$ cat config.mk
export PLATFORM = sky130hd
export DESIGN_NAME = rr_quantum_arbiter
export DESIGN_NICKNAME = d
export VERILOG_FILES = /design/src/rtl/rr_quantum_arbiter.sv
export SDC_FILE = /design/constraint.sdc
export NUM_CORES = 1
export LEC_CHECK = 0
export ABC_AREA = 1
export CAP_MARGIN = 20
export CORE_MARGIN = 3
export CORE_UTILIZATION = 25
export CTS_CLUSTER_DIAMETER = 80
export DETAILED_ROUTE_END_ITERATION = 10
export GPL_ROUTABILITY_DRIVEN = 0
export PLACE_DENSITY_LB_ADDON = 0.3
export SLEW_MARGIN = 0
export SYNTH_ARGS = -nofsm -noshare
export SYNTH_HDL_FRONTEND = slang
export SYNTH_SLANG_ARGS = --single-unit
$ cat constraint.sdc
create_clock -name clock -period 2.5 [get_ports clock]
set_input_delay 0.25 -clock clock [delete_from_list [all_inputs] [get_ports clock]]
set_output_delay 0.25 -clock clock [all_outputs]
set_load 0.01 [all_outputs]
$ cat src/rtl/rr_quantum_arbiter.sv
// rr_quantum_arbiter: round-robin arbiter over NREQ latched requests, where each
// owner may keep the grant for up to QUANTUM cycles while another requester waits.
module rr_quantum_arbiter #(
    parameter int NREQ    = 4,
    parameter int QUANTUM = 4,
    parameter int IDW     = 2,
    parameter int CW      = 3
) (
    input  logic            clock,
    input  logic            reset,
    input  logic [NREQ-1:0] req,
    output logic [NREQ-1:0] gnt,
    output logic [IDW-1:0]  gnt_id,
    output logic            busy,
    output logic [CW-1:0]   qcnt
);
    typedef enum logic {IDLE, OWN} state_t;
    state_t          state_q, state_d;
    logic [NREQ-1:0] req_q, req_d, others;
    logic [IDW-1:0]  owner_q, owner_d, last_q, last_d;
    logic [CW-1:0]   qcnt_q, qcnt_d;
    // first set bit of r scanning s, s+1, ... modulo NREQ
    function automatic logic [IDW-1:0] pick(input logic [NREQ-1:0] r, input int s);
        logic [IDW-1:0] p;
        logic [IDW-1:0] k;
        p = '0;
        for (int i = NREQ - 1; i >= 0; i--) begin
            k = IDW'((s + i) % NREQ);
            if (r[k]) p = k;
        end
        return p;
    endfunction
    always_ff @(posedge clock) begin
        if (reset) begin
            state_q <= IDLE;
            req_q   <= '0;
            owner_q <= '0;
            last_q  <= IDW'(NREQ - 1);
            qcnt_q  <= '0;
        end else begin
            state_q <= state_d;
            req_q   <= req_d;
            owner_q <= owner_d;
            last_q  <= last_d;
            qcnt_q  <= qcnt_d;
        end
    end
    assign others = req_q & ~(NREQ'(1) << owner_q);
    always_comb begin
        req_d   = req;
        state_d = state_q;
        owner_d = owner_q;
        last_d  = last_q;
        qcnt_d  = qcnt_q;
        if (state_q == IDLE) begin
            if (|req_q) begin
                state_d = OWN;
                owner_d = pick(req_q, int'(last_q) + 1);
                qcnt_d  = CW'(1);
            end
        end else if (!req_q[owner_q] || (qcnt_q == CW'(QUANTUM) && |others)) begin
            // release or expired quantum: hand over without a bubble when possible
            last_d  = owner_q;
            state_d = |others ? OWN : IDLE;
            owner_d = |others ? pick(req_q, int'(owner_q) + 1) : owner_q;
            qcnt_d  = |others ? CW'(1) : '0;
        end else if (qcnt_q != CW'(QUANTUM)) begin
            qcnt_d = qcnt_q + CW'(1);
        end
    end
    always_comb begin
        busy   = state_q == OWN;
        gnt    = busy ? NREQ'(1) << owner_q : '0;
        gnt_id = busy ? owner_q : '0;
        qcnt   = qcnt_q;
    end
endmodule

==> results by group, run 1 <==
Setup path
  • CP Cell Sequence: inv_2, ha_1, nand2_1, inv_1, clkdlybuf4s50_1
  • Critical path endpoint category: primary output
  • Critical-path maximum fanout: 14
  • Required time reported for the critical path endpoint: 2.25 ns
  • Startpoint types: flop
  • Data arrival time of the critical path: 1.85 ns
  • Crit Path Class: flop to primary output
  • CP peak stage delay: 0.60 ns
  • Worst-path cell with the longest stage delay: sky130_fd_sc_hd__dfxtp_1

Timing
  • Post-route fraction of the period consumed by the critical path: 84.0%
  • Max Clock Freq: 0.476 GHz
  • Least-Margin Pin Slew: 0.595 ns
  • Crit path time final: 2.10 ns
  • RSZ-0062 raised after global routing: no
  • Endpoints failing setup: 0
  • Final hold violation count: 0
  • Final-report max-slew violation count: 0
  • Final TNS setup: 0 ns
  • Rel. slew slack: 60.3%
  • Hold Slack: 0.507 ns
  • Clock skew: 0.00406 ns

Clock network
  • Clock latency at the later pin of the worst-skew pair: 0.24 ns
  • Clock buffer depth: 2
  • Number of buffers added to fix hold violations after cts: 0
  • Max H-tree Level: 1
  • Post-CTS setup buffer count: 0
  • Clock buffers created by TritonCTS: 3
  • Clock sink total: 12
  • Root buffer selected by CTS: sky130_fd_sc_hd__clkbuf_8
  • TritonCTS clock tree: done
  • Register clock-pin slew on the reported worst setup and hold paths: 0.06 ns
  • Post-cts resize count: 0

Die
  • Ports placed on the boundary: 16
  • Num rows: 24
  • Overall die area: 0.00574 sq mm
  • Floorplan die width: 75.8 microns
  • Starting Density: 26.8%
  • Core Area: 0.00453 sq mm
  • Overall die height: 75.8 microns

Cells and area
  • Highest-count cells in the layout ignoring fill and taps: sky130_fd_sc_hd__nand2_1, sky130_fd_sc_hd__inv_1, sky130_fd_sc_hd__nand2_2, sky130_fd_sc_hd__clkdlybuf4s50_1, sky130_fd_sc_hd__nor2_1
  • Most common library cell in the layout ignoring fill and taps: sky130_fd_sc_hd__nand2_1
  • Share of final-layout standard cells stronger than drive strength 1: 16.4%
  • Area added between synthesis and finish: 19.8%
  • Final design area excluding fillers: 0.00146 sq mm
  • Final Instance Count excl. Fillers: 290
  • Final Util: 32.2%
  • Layout net count: 238
  • Count of antenna diodes in the layout: 0

Placed design
  • Port bufs: 15
  • Cell area reported after detailed placement: 0.00140 sq mm
  • Half-perimeter wire length of the detailed placement result: 2.20 mm
  • Number of cells after detailed placement: 286

Job
  • MaxCap Viol Count: 0

Logic synthesis
  • Synthesized Nets: 223
  • Number of cells produced by synthesis: 211
  • Count of synthesis-stage warnings from yosys: 0
  • Distinct cell type count after synthesis: 25
  • FF+latch count, synth: 12
  • Summed instance area of the synthesized netlist: 0.00122 sq mm
  • Average cell area after synthesis: 5.77 sq um
  • Share of the yosys chip area belonging to registers: 19.7%

Run status
  • Status: finished clean

Global route
  • Initial antenna violation count: 0
  • Vias in the first global route: 1082
  • Total overflow reported by the global router: 0
  • Wire length of the first global-routing pass: 4.75 mm
  • Largest net degree at the start of global routing: 16
  • GR Util All Layers: 10.4%

Power and ir drop
  • Power density cells: 800 mW/mm^2
  • Peak supply drop: 0.440 mV
  • Cell leakage power: 0.000801 uW

Routing
  • DRC violation count after routing: 0
  • Number of vias in the routed layout: 1174
  • Wirelength per Cell: 9.32 microns
  • Total wire length after detailed routing: 2.70 mm
  • Detailed Route Iter0 Violations: 50
  • Drt via density: 4.05
  • First-pass iteration count of the detailed router: 4
  • Antenna Nets Post-Route: 0

Hold path
  • Path type of the worst min-delay path: flop to flop
-- power by group --
part | internal [uW] | total, uW | switching, uW
logic | 254 | 656 | 402
registers | 223 | 301 | 77.8
clock network | 139 | 210 | 70.6
-- layer usage --
layer / GRT usage, % / part of all wire (%)
met1: 14.9 / 52
met2: 16.7 / 45
met3: 1.58 / 2.1
met4: 1.17 / 0.22
met5: 0 / 0
-- sequential cells by signal, summed over array words and instances (netlist names) --
name     flops
req_q        4
qcnt         3
last_q       2
owner_q      2
busy         1
-- kinds of logic after synthesis --
group	count (synthesis)	synth area share, %
compound gates	19	9.04
fa+ha+maj	6	6.17
buf+inv	44	15.9
flops	12	19.7
simple gates	130	49.1
-- area by class of cell --
type,instances,area [sq um]
fill,521,3080
multi-input combinational,155,783
sequential,12,240
timing repair buffer,15,150
inverter,39,149
tap,65,81.3
clock buffer,4,55.1
-- cell usage after synthesis --
| cell | count | share of area (%) |
|---|---|---|
| sky130_fd_sc_hd__nand3_4 | 1 | 1.4 |
| sky130_fd_sc_hd__buf_8 | 1 | 1.2 |
| sky130_fd_sc_hd__nor2_1 | 13 | 4.0 |
| sky130_fd_sc_hd__nor2_2 | 1 | 0.51 |
| sky130_fd_sc_hd__nand3_1 | 10 | 4.1 |
| sky130_fd_sc_hd__ha_1 | 6 | 6.2 |
| sky130_fd_sc_hd__nand2_1 | 81 | 25 |
| sky130_fd_sc_hd__nor3_1 | 2 | 0.82 |
| sky130_fd_sc_hd__inv_4 | 1 | 0.51 |
| sky130_fd_sc_hd__o21ai_2 | 1 | 0.72 |
| sky130_fd_sc_hd__nand2_2 | 15 | 7.7 |
| sky130_fd_sc_hd__inv_2 | 6 | 1.8 |
| sky130_fd_sc_hd__a21oi_1 | 5 | 2.1 |
| sky130_fd_sc_hd__nand4_2 | 1 | 1.0 |
| sky130_fd_sc_hd__nand4_1 | 2 | 1.0 |
| sky130_fd_sc_hd__dfxtp_1 | 12 | 20 |
| sky130_fd_sc_hd__a21oi_2 | 3 | 2.2 |
| sky130_fd_sc_hd__nand2_4 | 2 | 1.8 |
| sky130_fd_sc_hd__o21ai_1 | 6 | 2.5 |
| sky130_fd_sc_hd__clkinv_1 | 1 | 0.31 |
| sky130_fd_sc_hd__buf_6 | 2 | 1.8 |
| sky130_fd_sc_hd__inv_1 | 31 | 9.6 |
| sky130_fd_sc_hd__nand3_2 | 2 | 1.6 |
| sky130_fd_sc_hd__o21ai_0 | 4 | 1.6 |
| sky130_fd_sc_hd__clkbuf_1 | 2 | 0.62 |
-- path summary, 6_finish.rpt --
kind | startpoint | end | slack, ns | depth (start not counted)
worst max register to register | owner_q[0]$_SDFFE_PP0P_ | owner_q[0]$_SDFFE_PP0P_ | 0.45 | 12
worst min register to register | qcnt[1]$_SDFFE_PP0P_ | qcnt[1]$_SDFFE_PP0P_ | 0.51 | 2
worst min-delay path | qcnt[1]$_SDFFE_PP0P_ | qcnt[1]$_SDFFE_PP0P_ | 0.51 | 2
worst max-delay path | owner_q[0]$_SDFFE_PP0P_ | gnt[0] | 0.40 | 5
-- metrics by stage --
stage,total power [uW],worst slack (ns)
2_1_floorplan,832,0.886
6_report,1170,0.399
3_5_place_dp,961,0.475
3_3_place_gp,969,0.468
4_1_cts,1180,0.391
5_1_grt,1300,0.210
-- critical path, delay by kind of cell, from the launching register on --
kind                     cells  cell delay [ns]
AND/OR/NAND/NOR              1             0.08
adder cells (fa/ha/maj)      1             0.25
buffers and inverters        3             0.69
flip-flops                   1             0.60
No activity file was read; power rests on OpenSTA's default activity.
==> inputs of run 2 (changes only) <==
- clock period: 2.5 -> 2.1 ns (I/O delays scaled with it)
==> results by group, run 2 (synthesis gave the netlist of run 1 again) <==
Clock network
  • Root buffer selected by CTS: sky130_fd_sc_hd__clkbuf_8
  • Clock buffer depth: 2 (unchanged)
  • Register clock-pin slew on the reported worst setup and hold paths: 0.05 ns (about the same)
  • Clock buffers created by TritonCTS: 3 (unchanged)
  • TritonCTS clock tree: done
  • Number of buffers added to fix hold violations after cts: 0 (unchanged)
  • Clock sink total: 12 (unchanged)
  • Post-CTS setup buffer count: 0 (unchanged)
  • Max H-tree Level: 1 (unchanged)
  • Clock latency at the later pin of the worst-skew pair: 0.24 ns (about the same)
  • Post-cts resize count: 0 (unchanged)

Die
  • Overall die area: 0.00574 sq mm (unchanged)
  • Num rows: 24 (unchanged)
  • Starting Density: 26.8% (unchanged)
  • Overall die height: 75.8 microns (unchanged)
  • Core Area: 0.00453 sq mm (unchanged)
  • Floorplan die width: 75.8 microns (unchanged)
  • Ports placed on the boundary: 16 (unchanged)

Routing
  • Wirelength per Cell: 9.37 microns (+0.56%)
  • Uppermost routed layer: met3
  • Antenna Nets Post-Route: 0 (unchanged)
  • Post-Route M1 WL: 1.42 mm (+0.14%)
  • Number of vias in the routed layout: 1167 (-0.60%)
  • Met3 wire length: 65 microns (+12%)
  • First-pass iteration count of the detailed router: 4 (unchanged)
  • Detailed Route Iter0 Violations: 30 (-40%)
  • Total wire length after detailed routing: 2.74 mm (+1.3%)
  • Amount of wire on met2 after detailed routing: 1.26 mm (+2.6%)
  • Drt via density: 4.00 (-1.3%)
  • DRC violation count after routing: 0 (unchanged)

Cells and area
  • Biggest register: req_q
  • Highest-count cells in the layout ignoring fill and taps: sky130_fd_sc_hd__nand2_1, sky130_fd_sc_hd__inv_1, sky130_fd_sc_hd__nand2_2, sky130_fd_sc_hd__clkdlybuf4s50_1, sky130_fd_sc_hd__nor2_1
  • Layout net count: 240 (+0.84%)
  • Share of final-layout standard cells stronger than drive strength 1: 17.2% (+0.74 points)
  • Max FFs per register: 4 (unchanged)
  • Count of filler cells inserted in the layout: 507 (-2.7%)
  • Count of antenna diodes in the layout: 0 (unchanged)
  • Most common library cell in the layout ignoring fill and taps: sky130_fd_sc_hd__nand2_1
  • Area added between synthesis and finish: 21.1%

Hold path
  • Path type of the worst min-delay path: input port to flop

Global route
  • Total overflow reported by the global router: 0 (unchanged)
  • GR Util All Layers: 10.9% (+0.54 points)
  • Largest net degree at the start of global routing: 13 (-3)
  • Vias in the first global route: 1139 (+5.3%)
  • Initial antenna violation count: 0 (unchanged)
  • Wire length of the first global-routing pass: 4.97 mm (+4.6%)

Timing
  • Rel. slew slack: 66.5% (+6.3 points)
  • Hold Slack: 0.486 ns (-0.0211 ns)
  • Final hold violation count: 0 (unchanged)
  • Clock skew: 0.00141 ns (-0.00265 ns)
  • Final TNS setup: 0 ns (unchanged)
  • Endpoints failing setup: 0 (unchanged)
  • Max Clock Freq: 0.525 GHz
  • Crit path time final: 1.91 ns
  • Least-Margin Pin Slew: 0.501 ns (-0.0937 ns)
  • RSZ-0062 raised after global routing: no
  • Post-route fraction of the period consumed by the critical path: 90.7%
  • Final-report max-slew violation count: 0 (unchanged)

Placed design
  • Half-perimeter wire length of the detailed placement result: 2.23 mm (+1.6%)
  • Port bufs: 15 (unchanged)

Power and ir drop
  • Power density cells: 954 mW/mm^2 (+19%)
  • Peak supply drop: 0.555 mV (+26%)
  • Cell leakage power: 0.000811 uW (+1.3%)

Setup path
  • Critical path endpoint category: primary output
  • CP Cell Sequence: inv_2, ha_1, nand2_1, inv_1, clkdlybuf4s50_1
  • Data arrival time of the critical path: 1.70 ns (-0.15 ns)
  • CP peak stage delay: 0.47 ns (-0.13 ns)
  • Crit path max-delay family: buffers and inverters
  • Crit Path Class: flop to primary output
  • Critical-path maximum fanout: 8 (-6)
  • Required time reported for the critical path endpoint: 1.89 ns (-0.36 ns)
  • Critical path buffer and inverter count: 3 (unchanged)
  • Worst-path cell with the longest stage delay: sky130_fd_sc_hd__dfxtp_1
  • Startpoint types: flop

Job
  • MaxCap Viol Count: 0 (unchanged)

Run status
  • Status: finished clean
## run 2: per-layer routing
metal,up-vias,GRT usage [%]
met5,-,0
met4,0,1.17
met3,0,2.37
met2,14,18.4
met1,481,14.6
li1,672,-
## run 2: layout make-up
cell class | instances | area [sq um] | share of cell area, %
multi-input cells | 155 | 783 | 53.1
flip-flops and latches | 12 | 240 | 16.3
repair buffers | 17 | 165 | 11.2
inverters | 39 | 149 | 10.1
well taps | 65 | 81.3 | 5.52
clock buffers | 4 | 55.1 | 3.74
## run 2: path summary, 6_finish.rpt
check,from,end,slack (ns),cells after the start
worst max-delay path,owner_q[0]$_SDFFE_PP0P_,gnt[0],0.19,5
worst min-delay path,req[2],req_q[2]$_SDFF_PP0_,0.49,3
worst max register to register,owner_q[0]$_SDFFE_PP0P_,owner_q[0]$_SDFFE_PP0P_,0.22,13
worst min register to register,qcnt[1]$_SDFFE_PP0P_,qcnt[1]$_SDFFE_PP0P_,0.50,2
## run 2: where the power goes
part           internal (uW)  leakage (uW)  switching (uW)  total [uW]
Sequential               266     0.0000995            75.8         341
Combinational            318      0.000683             502         819
Clock                    165     0.0000288            80.3         245
## run 2: through the flow
step	worst slack [ns]	util (%)	area, sq um	power, uW	std cells
CTS	0.181	32.5	1470	1420	292
global placement	0.230	31.3	1420	1170	288
detailed placement	0.233	31.3	1420	1170	288
floorplan	0.486	-	1220	991	211
finish	0.195	32.5	1470	1410	292
global route	0.00463	32.5	1470	1560	292
## run 2: worst min-delay path, cell delays in order
cell and delay [ns]:
sky130_fd_sc_hd__clkdlybuf4s50_1 0.39, sky130_fd_sc_hd__inv_1 0.05, sky130_fd_sc_hd__nor2_1 0.03
==> inputs of run 3 (changes only) <==
- CAP_MARGIN: 20 -> default
- CTS_CLUSTER_DIAMETER: 80 -> 120
==> results of run 3 <==
Final layout, timing and power as in run 2 (identical DEF).
